File: config.mk
export PLATFORM = sky130hd
export DESIGN_NAME = dmem_img_reader
export DESIGN_NICKNAME = d
export VERILOG_FILES = /design/src/rtl/dmem_img_reader.sv
export SDC_FILE = /design/constraint.sdc
export NUM_CORES = 1
export LEC_CHECK = 0
export CAP_MARGIN = 20
export CORE_MARGIN = 2
export CORE_UTILIZATION = 30
export DETAILED_ROUTE_END_ITERATION = 6
export PLACE_DENSITY = 0.52
export SLEW_MARGIN = 20
export SYNTH_ARGS = -nofsm -noshare
export SYNTH_HDL_FRONTEND = slang
export SYNTH_SLANG_ARGS = --single-unit
File: constraint.sdc
create_clock -name CLOCK_50 -period 2.35 [get_ports CLOCK_50]
set_clock_uncertainty 0.15 [all_clocks]
set_input_delay 0.47 -clock CLOCK_50 [delete_from_list [all_inputs] [get_ports CLOCK_50]]
set_output_delay 0.47 -clock CLOCK_50 [all_outputs]
set_load 0.01 [all_outputs]
File: src/rtl/dmem_img_reader.sv
// Streams a packed-byte image out of DMEM: one 256-bit word per read, 32 pixels
// per word, byte 0 first, presented on a valid/ready byte interface.
module dmem_img_reader #(
  parameter logic [6:0] BASE_ADDR  = 7'd0,
  parameter int         NUM_PIXELS = 784
) (
  input  logic         CLOCK_50,
  input  logic         rst_n,
  input  logic         start,
  output logic         busy,
  output logic         done,
  output logic         dmem_rden,
  output logic [6:0]   dmem_rdaddr,
  input  logic [255:0] dmem_rddata,
  output logic [7:0]   tx_data,
  output logic         tx_valid,
  input  logic         tx_ready,
  output logic [11:0]  pix_cnt
);

  localparam logic [11:0] LAST_PIX = 12'(NUM_PIXELS - 1);

  typedef enum logic [2:0] {
    S_IDLE = 3'd0,
    S_READ = 3'd1,
    S_WAIT = 3'd2,
    S_SEND = 3'd3,
    S_DONE = 3'd4
  } state_t;

  state_t         state_r, state_s;
  logic [255:0]   buf_r, buf_s;
  logic [4:0]     byte_idx_r, byte_idx_s;
  logic [6:0]     addr_r, addr_s;
  logic [11:0]    pix_cnt_r, pix_cnt_s;
  logic           busy_r, done_r, rden_r, valid_r;
  logic           handshake_s;

  // valid_r mirrors state SEND, so a handshake is simply SEND with ready
  assign handshake_s = (state_r == S_SEND) && tx_ready;

  // next-state and datapath update
  always_comb begin
    state_s    = state_r;
    buf_s      = buf_r;
    byte_idx_s = byte_idx_r;
    addr_s     = addr_r;
    pix_cnt_s  = pix_cnt_r;
    case (state_r)
      S_IDLE: begin
        if (start) begin
          pix_cnt_s  = 12'd0;
          byte_idx_s = 5'd0;
          addr_s     = BASE_ADDR;
          state_s    = S_READ;
        end else begin
          state_s = S_IDLE;
        end
      end
      S_READ: begin
        state_s = S_WAIT;
      end
      S_WAIT: begin
        buf_s      = dmem_rddata;
        byte_idx_s = 5'd0;
        state_s    = S_SEND;
      end
      S_SEND: begin
        if (handshake_s) begin
          buf_s      = {8'd0, buf_r[255:8]};
          byte_idx_s = byte_idx_r + 5'd1;
          pix_cnt_s  = pix_cnt_r + 12'd1;
          // finishing the image wins over fetching the next word
          if (pix_cnt_r == LAST_PIX) begin
            state_s = S_DONE;
          end else if (byte_idx_r == 5'd31) begin
            addr_s  = addr_r + 7'd1;
            state_s = S_READ;
          end else begin
            state_s = S_SEND;
          end
        end else begin
          state_s = S_SEND;
        end
      end
      S_DONE: begin
        state_s = S_IDLE;
      end
      default: begin
        state_s = S_IDLE;
      end
    endcase
  end

  // state, datapath and output registers; outputs decode the next state
  always_ff @(posedge CLOCK_50 or negedge rst_n) begin
    if (!rst_n) begin
      state_r    <= S_IDLE;
      buf_r      <= 256'd0;
      byte_idx_r <= 5'd0;
      addr_r     <= 7'd0;
      pix_cnt_r  <= 12'd0;
      busy_r     <= 1'b0;
      done_r     <= 1'b0;
      rden_r     <= 1'b0;
      valid_r    <= 1'b0;
    end else begin
      state_r    <= state_s;
      buf_r      <= buf_s;
      byte_idx_r <= byte_idx_s;
      addr_r     <= addr_s;
      pix_cnt_r  <= pix_cnt_s;
      busy_r     <= (state_s != S_IDLE);
      done_r     <= (state_s == S_DONE);
      rden_r     <= (state_s == S_READ);
      valid_r    <= (state_s == S_SEND);
    end
  end

  assign busy        = busy_r;
  assign done        = done_r;
  assign dmem_rden   = rden_r;
  assign dmem_rdaddr = addr_r;
  assign tx_data     = buf_r[7:0];
  assign tx_valid    = valid_r;
  assign pix_cnt     = pix_cnt_r;

endmodule

==> run metrics, run 1 <==
Clock transition at path regs=about 0.06 ns; Post-synth ARST share=1.00; Adder-Cell Fraction of Synth Area=0.00407; worst setup path class=reg -> out; min Tclk post-route=~2.2 ns; CP delay by family, top=buffers and inverters; Commonest cells post-synth=dfrtp_1, nand2_1, o21ai_0; clock root cell=clkbuf_16; Setup crit start kind=flop; CTS tree=built; crit end category=output port; Post-Route WL=37600 µm; Final Instance Count excl. Fillers=2100; Final Cycle Share=0.925; Mean Syn Cell Area=9.56 µm²; NumNets Final=approximately 1.8k; Hold Crit Class=in -> async; RSZ-0062 raised after global routing=no; first-pass GRT wire length=between 50000 and 60000 µm; sequential area share after synthesis=0.584; Vias=between 10k and 15k; Final GP Congestion=around 0.79; Final Max Tran Viols=0; outcome=finished clean; DRT iter0 DRCs=672; total track usage=0.175; die area=42600 µm²; CP Buf/Inv Count=2; initial antenna violation count=2; vias in the first global route=~10k; crit-path max cell delay=approximately 0.54 ns; Placed Cells incl. Taps=~2.0k; PostCTS Resize Cnt=0; port bufs=between 200 and 300; Area contributors post-synth=dfrtp_1, o22ai_1, o21ai_0; detail-routed net length per standard cell=17.9 µm; final HPWL from detailed placement=roughly 26000 µm; Setup Buffers After CTS=0; Initial Util=0.303; Placement Rows=between 70 and 80; crit path DAT=around 1.6 ns; Worst VDD drop=538 µV; sum of negative setup slack=0 ns; CTS buffer count=34; Synth Instances=between 1k and 1.5k; share of post-route cells with drive strength above 1=0.0734; Data required, critical path=approximately 1.7 ns; core area=between 40000 and 50000 µm²; largest family of logic cells by synthesized area=compound AO/OA/AOI/OAI gates; GRT overflow=0; Pleak=7.03 nW; slowest CP cell=clkdlybuf4s50_1; share of the synthesized area in the top cell type=0.584; simple-gate share of the synthesized area=0.106; final hold slack=around 0.28 ns; crit-path cells=buf_4 -> clkdlybuf4s50_1; CP Depth=2; fin util=0.423; Least-Margin Pin Slew=about 0.54 ns; number of synthesized flops with an enable pin=0; worst skew pair latency=between 0.5 and 0.6 ns; CTS Buffer Depth=3; DRT Pass-1 Iters=5; Layout area overhead=39.9%; Net Count, Synth=approximately 1.6k; Finish-stage setup viols=0; Die Ht=approximately 210 µm; Synth warnings=0; Distinct cells, synth=51; leading area contributor after synthesis=dfrtp_1; synthesized cell area=~12000 µm²; die width=between 200 and 250 µm; normalized max-slew margin=0.643; multiplexer share of the synthesized area=0.00254; Seq cells post-synth=roughly 290; PwrDens=a little under 800 nW/µm²; Max Cap Violations=0; Clock Sink Count=around 290; PnR Total Power=~0.013 W; Max FO, Critical Path=5; vias per cell=around 5; post-synthesis compound-gate area fraction=0.253; dominant synthesized flop cell=dfrtp_1; largest net degree at the start of global routing=107; number of remaining DRC errors=0; Final Hold Viols=0; xor/xnor share of the synthesized area=0.00499; IO Count=291; ANT nets after route=0; H-tree Lvls=2; most common cell in the netlist=dfrtp_1; Worst Reg-to-Reg Cells=6; achievable frequency=approximately 460 MHz; # fillers=4004
## registers in the layout (all words and copies together), names as in the netlist
name / cells
buf_r: 256
busy: 1
byte_idx_r: 5
dmem_rdaddr: 7
dmem_rden: 1
done: 1
pix_cnt: 12
state_r: 3
tx_valid: 1
## layout make-up
cell class | count | area (µm²) | area share
Timing Repair Buffer | 353 | 3710 | 0.216
Clock buffer | 50 | 972 | 0.0565
Sequential cell | 287 | 7180 | 0.417
Clock inverter | 7 | 63.8 | 0.00371
Antenna cell | 1 | 2.50 | 0.000145
Multi-Input combinational cell | 864 | 4580 | 0.266
Tap cell | 532 | 666 | 0.0387
Inverter | 6 | 30.0 | 0.00175
## worst paths after layout
check | start | to | slack [ns]
hold / removal | rst_n | buf_r[6]$_DFFE_PN0P_ | 0.28
hold reg to reg | buf_r[74]$_DFFE_PN0P_ | buf_r[74]$_DFFE_PN0P_ | 0.33
min in group CLOCK_50 | buf_r[74]$_DFFE_PN0P_ | buf_r[74]$_DFFE_PN0P_ | 0.33
setup reg to reg | state_r[2]$_DFF_PN0_ | buf_r[106]$_DFFE_PN0P_ | 0.28
setup / recovery | pix_cnt[4]$_DFFE_PN0P_ | pix_cnt[4] | 0.18
max in group asynchronous | rst_n | buf_r[142]$_DFFE_PN0P_ | 0.98
## layout by cell type (no fill, tap or decap), drive strengths merged, types with 2 or more instances in the layout
cell,netlist,final
o21a,2,2
xor2,7,7
ha,4,4
o21ai,255,255
o21bai,2,2
buf,30,63
a22o,10,10
nand4,3,3
o31ai,5,5
o22ai,248,248
nor4,2,2
nand3,3,3
nor3,5,5
clkdlybuf4s50,0,289
and3,6,6
dfrtp,287,287
a21oi,7,7
o2111ai,3,3
nor2,12,12
inv,5,7
or3,4,4
or4,3,3
nand2,258,258
clkbuf,99,50
and4,3,3
mux2i,2,2
clkinv,1,5
## power by group
part           total (W)  switching [W]  internal, W
registers        0.00608       0.000432      0.00565
clock network    0.00504        0.00207      0.00297
logic            0.00214       0.000957      0.00118
total             0.0133        0.00346      0.00980
## metal layers
| metal | vias up | wire length (µm) | GRT usage |
|---|---|---|---|
| met1 | 5016 | 17100 | 0.241 |
| met2 | 229 | 17700 | 0.274 |
| li1 | 5222 | - | - |
| met3 | 48 | 2080 | 0.0388 |
| met4 | 2 | 758 | 0.0528 |
| met5 | - | 18 | 0 |
## per-stage QoR
stage	worst slack (ns)	area, µm²
final	0.176	17200
after global routing	0.112	17200
after CTS	0.138	17200
after detailed placement	-0.159	16200
after global placement	-0.180	16200
after floorplan	0.233	12300
## kinds of logic (layout without fill, tap and decap cells)
| logic type | after synthesis | after routing |
|---|---|---|
| AOI/OAI and AO/OA | 540 | 540 |
| xor gates and xnor gates | 7 | 7 |
| adders and majority gates | 4 | 4 |
| buffers and inverters | 135 | 416 |
| DFF | 287 | 287 |
| muxes | 3 | 3 |
| other | 0 | 1 |
| and+or+nand+nor | 310 | 310 |
## worst register-to-register path, delay by kind of cell, from the launching register on
kind            cells  cell delay, ns
buf+inv             3            0.78
simple gates        1            0.32
compound gates      2            0.34
flops               1            0.37
## timing repair
item                                    in CTS  in global routing
endpoints found under the setup margin       0                  0
hold buffers                                 1                  0
hold endpoints to repair                    34                  0
No activity file was read; power rests on OpenSTA's default activity.
==> run 2: changes to the inputs <==
- PLACE_DENSITY: 0.52 -> not set
- PLACE_DENSITY_LB_ADDON: not set -> 0.08
==> run 2 against run 1 <==
Sequential share of layout area barely moved. Die area did not move. Critical path type unchanged. Combinational power is 2% lower. Via count grew 0.22%. First-iteration DRC count is 2.8% higher. Register-to-register slack worse by 0.08 ns. Setup slack better by 0.012 ns. Critical path depth unchanged. Critical endpoint is now pix_cnt[7]. Sequential power barely moved.
==> run metrics, run 2 (synthesized netlist as in run 1, its figures left out) <==
worst reg-to-reg setup slack=0.20 ns (-0.08 ns); PwrDens=779 nW/µm² (+1.1%); number of remaining DRC errors=0 (unchanged); initial antenna violation count=6 (+4); Placed Cells incl. Taps=2039 (-0.098%); Final Instance Count excl. Fillers=2102 (+0.095%); Placed Area=16100 µm² (-0.29%); CTS buffer count=34 (unchanged); Final Hold Viols=0 (unchanged); crit-path cells=buf_4 -> clkdlybuf4s50_1; die width=206 µm (unchanged); worst setup path class=reg -> out; crit path DAT=1.54 ns (about the same); Die Ht=206 µm (unchanged); Layout area overhead=39.9% (about the same); Max FO, Critical Path=6 (+1); first-pass GRT wire length=61200 µm (+5.0%); die area=42600 µm² (unchanged); share of post-route cells with drive strength above 1=0.0759 (+0.00250); Post-Route WL=39500 µm (+4.9%); Max Cap Violations=0 (unchanged); detail-routed net length per standard cell=18.8 µm (+4.8%); vias in the first global route=10.6k (+1.5%); normalized max-slew margin=0.571 (-0.0715); CTS tree=built; CP Depth=2 (unchanged); sum of negative setup slack=0 ns (unchanged); Pleak=7.04 nW (about the same); DRT iter0 DRCs=691 (+2.8%); core area=40600 µm² (unchanged); RSZ-0062 raised after global routing=no; H-tree Lvls=2 (unchanged); Worst Reg-to-Reg Cells=6 (unchanged); worst skew pair latency=0.54 ns (about the same); vias per cell=5.01 (+0.12%); ANT nets after route=0 (unchanged); Setup Buffers After CTS=0 (unchanged); Top reg by flops=buf_r; IO Count=291 (unchanged); outcome=finished clean; fin util=0.423 (about the same); Vias=10.5k (+0.22%); achievable frequency=463 MHz (+0.55%); GRT overflow=0 (unchanged); crit end category=output port; Initial Util=0.303 (unchanged); Data required, critical path=1.73 ns (about the same); DRT Pass-1 Iters=4 (-1); total track usage=0.184 (+0.00950); Least-Margin Pin Slew=0.643 ns (+0.107 ns); crit-path max cell delay=0.53 ns (about the same); CP delay by family, top=buffers and inverters; CTS Buffer Depth=3 (unchanged); final HPWL from detailed placement=27000 µm (+4.2%); Clock transition at path regs=0.06 ns (about the same); min Tclk post-route=2.16 ns (-0.0119 ns); Final Cycle Share=0.920 (-0.00507); clock root cell=clkbuf_16; most common cell after layout, fill and taps aside=clkdlybuf4s50_1; Design Area, Final=17200 µm² (about the same); NumNets Final=1808 (-0.11%); port bufs=290 (unchanged); Worst VDD drop=435 µV (-19%); PnR Total Power=0.0134 W (+1.1%); largest net degree at the start of global routing=122 (+14%); Clock Sink Count=287 (unchanged); max FFs per register=256 (unchanged); Final GP Congestion=0.782 (-1.6%); Final Max Tran Viols=0 (unchanged); commonest non-fill, non-tap cells in the layout=clkdlybuf4s50_1, dfrtp_1, nand2_1; slowest CP cell=clkdlybuf4s50_1; CP Buf/Inv Count=2 (unchanged); Finish-stage setup viols=0 (unchanged); Hold Crit Class=in -> async; Setup crit start kind=flop; Placement Rows=74 (unchanged)
-- run 2: cell types whose count changed in the layout (fill, tap and decap cells not counted), sizes merged --
| cell | previous run | this run |
|---|---|---|
| inv | 7 | 8 |
| clkbuf | 50 | 52 |
| buf | 63 | 61 |
| diode | 1 | 2 |
-- run 2: per-stage QoR --
stage	hold WS [ns]	worst slack, ns
finish	0.323	0.188
global route	0.346	0.0210
CTS	0.322	0.0170
detailed placement	0.306	-0.189
global placement	0.300	-0.0827
floorplan	0.0244	0.233
-- run 2: area by class of cell --
type / instances / area (µm²)
Inverter: 6 / 30.0
Fill cell: 4029 / 23400
Clock buffer: 52 / 998
Multi-Input combinational cell: 864 / 4590
Antenna cell: 2 / 5.00
Tap cell: 532 / 666
Sequential cell: 287 / 7180
Clock inverter: 8 / 83.8
Timing Repair Buffer: 351 / 3660
-- run 2: repair_timing --
item                       in CTS  in global routing
setup endpoints to repair       0                  5
hold endpoints to repair       40                  0
hold buffers                    1                  0
resized for setup               0                  1
-- run 2: report_power, final --
group          switching [W]  total, W  internal (W)
clock                0.00215   0.00520       0.00305
sequential          0.000457   0.00610       0.00565
combinational       0.000937   0.00210       0.00116
-- run 2: worst paths after layout --
| kind | from | to |
|---|---|---|
| max | pix_cnt[7]$_DFFE_PN0P_ | pix_cnt[7] |
| min | rst_n | buf_r[20]$_DFFE_PN0P_ |
| max reg2reg | state_r[1]$_DFF_PN0_ | dmem_rdaddr[1]$_DFFE_PN0P_ |
| min reg2reg | buf_r[154]$_DFFE_PN0P_ | buf_r[154]$_DFFE_PN0P_ |
| max in group asynchronous | rst_n | buf_r[192]$_DFFE_PN0P_ |
| min in group CLOCK_50 | buf_r[154]$_DFFE_PN0P_ | buf_r[154]$_DFFE_PN0P_ |
-- run 2: layer usage --
metal	global-route usage	routed length, µm
met5	0	52
met4	0.0441	704
met3	0.0471	2440
met2	0.284	18000
met1	0.258	18300
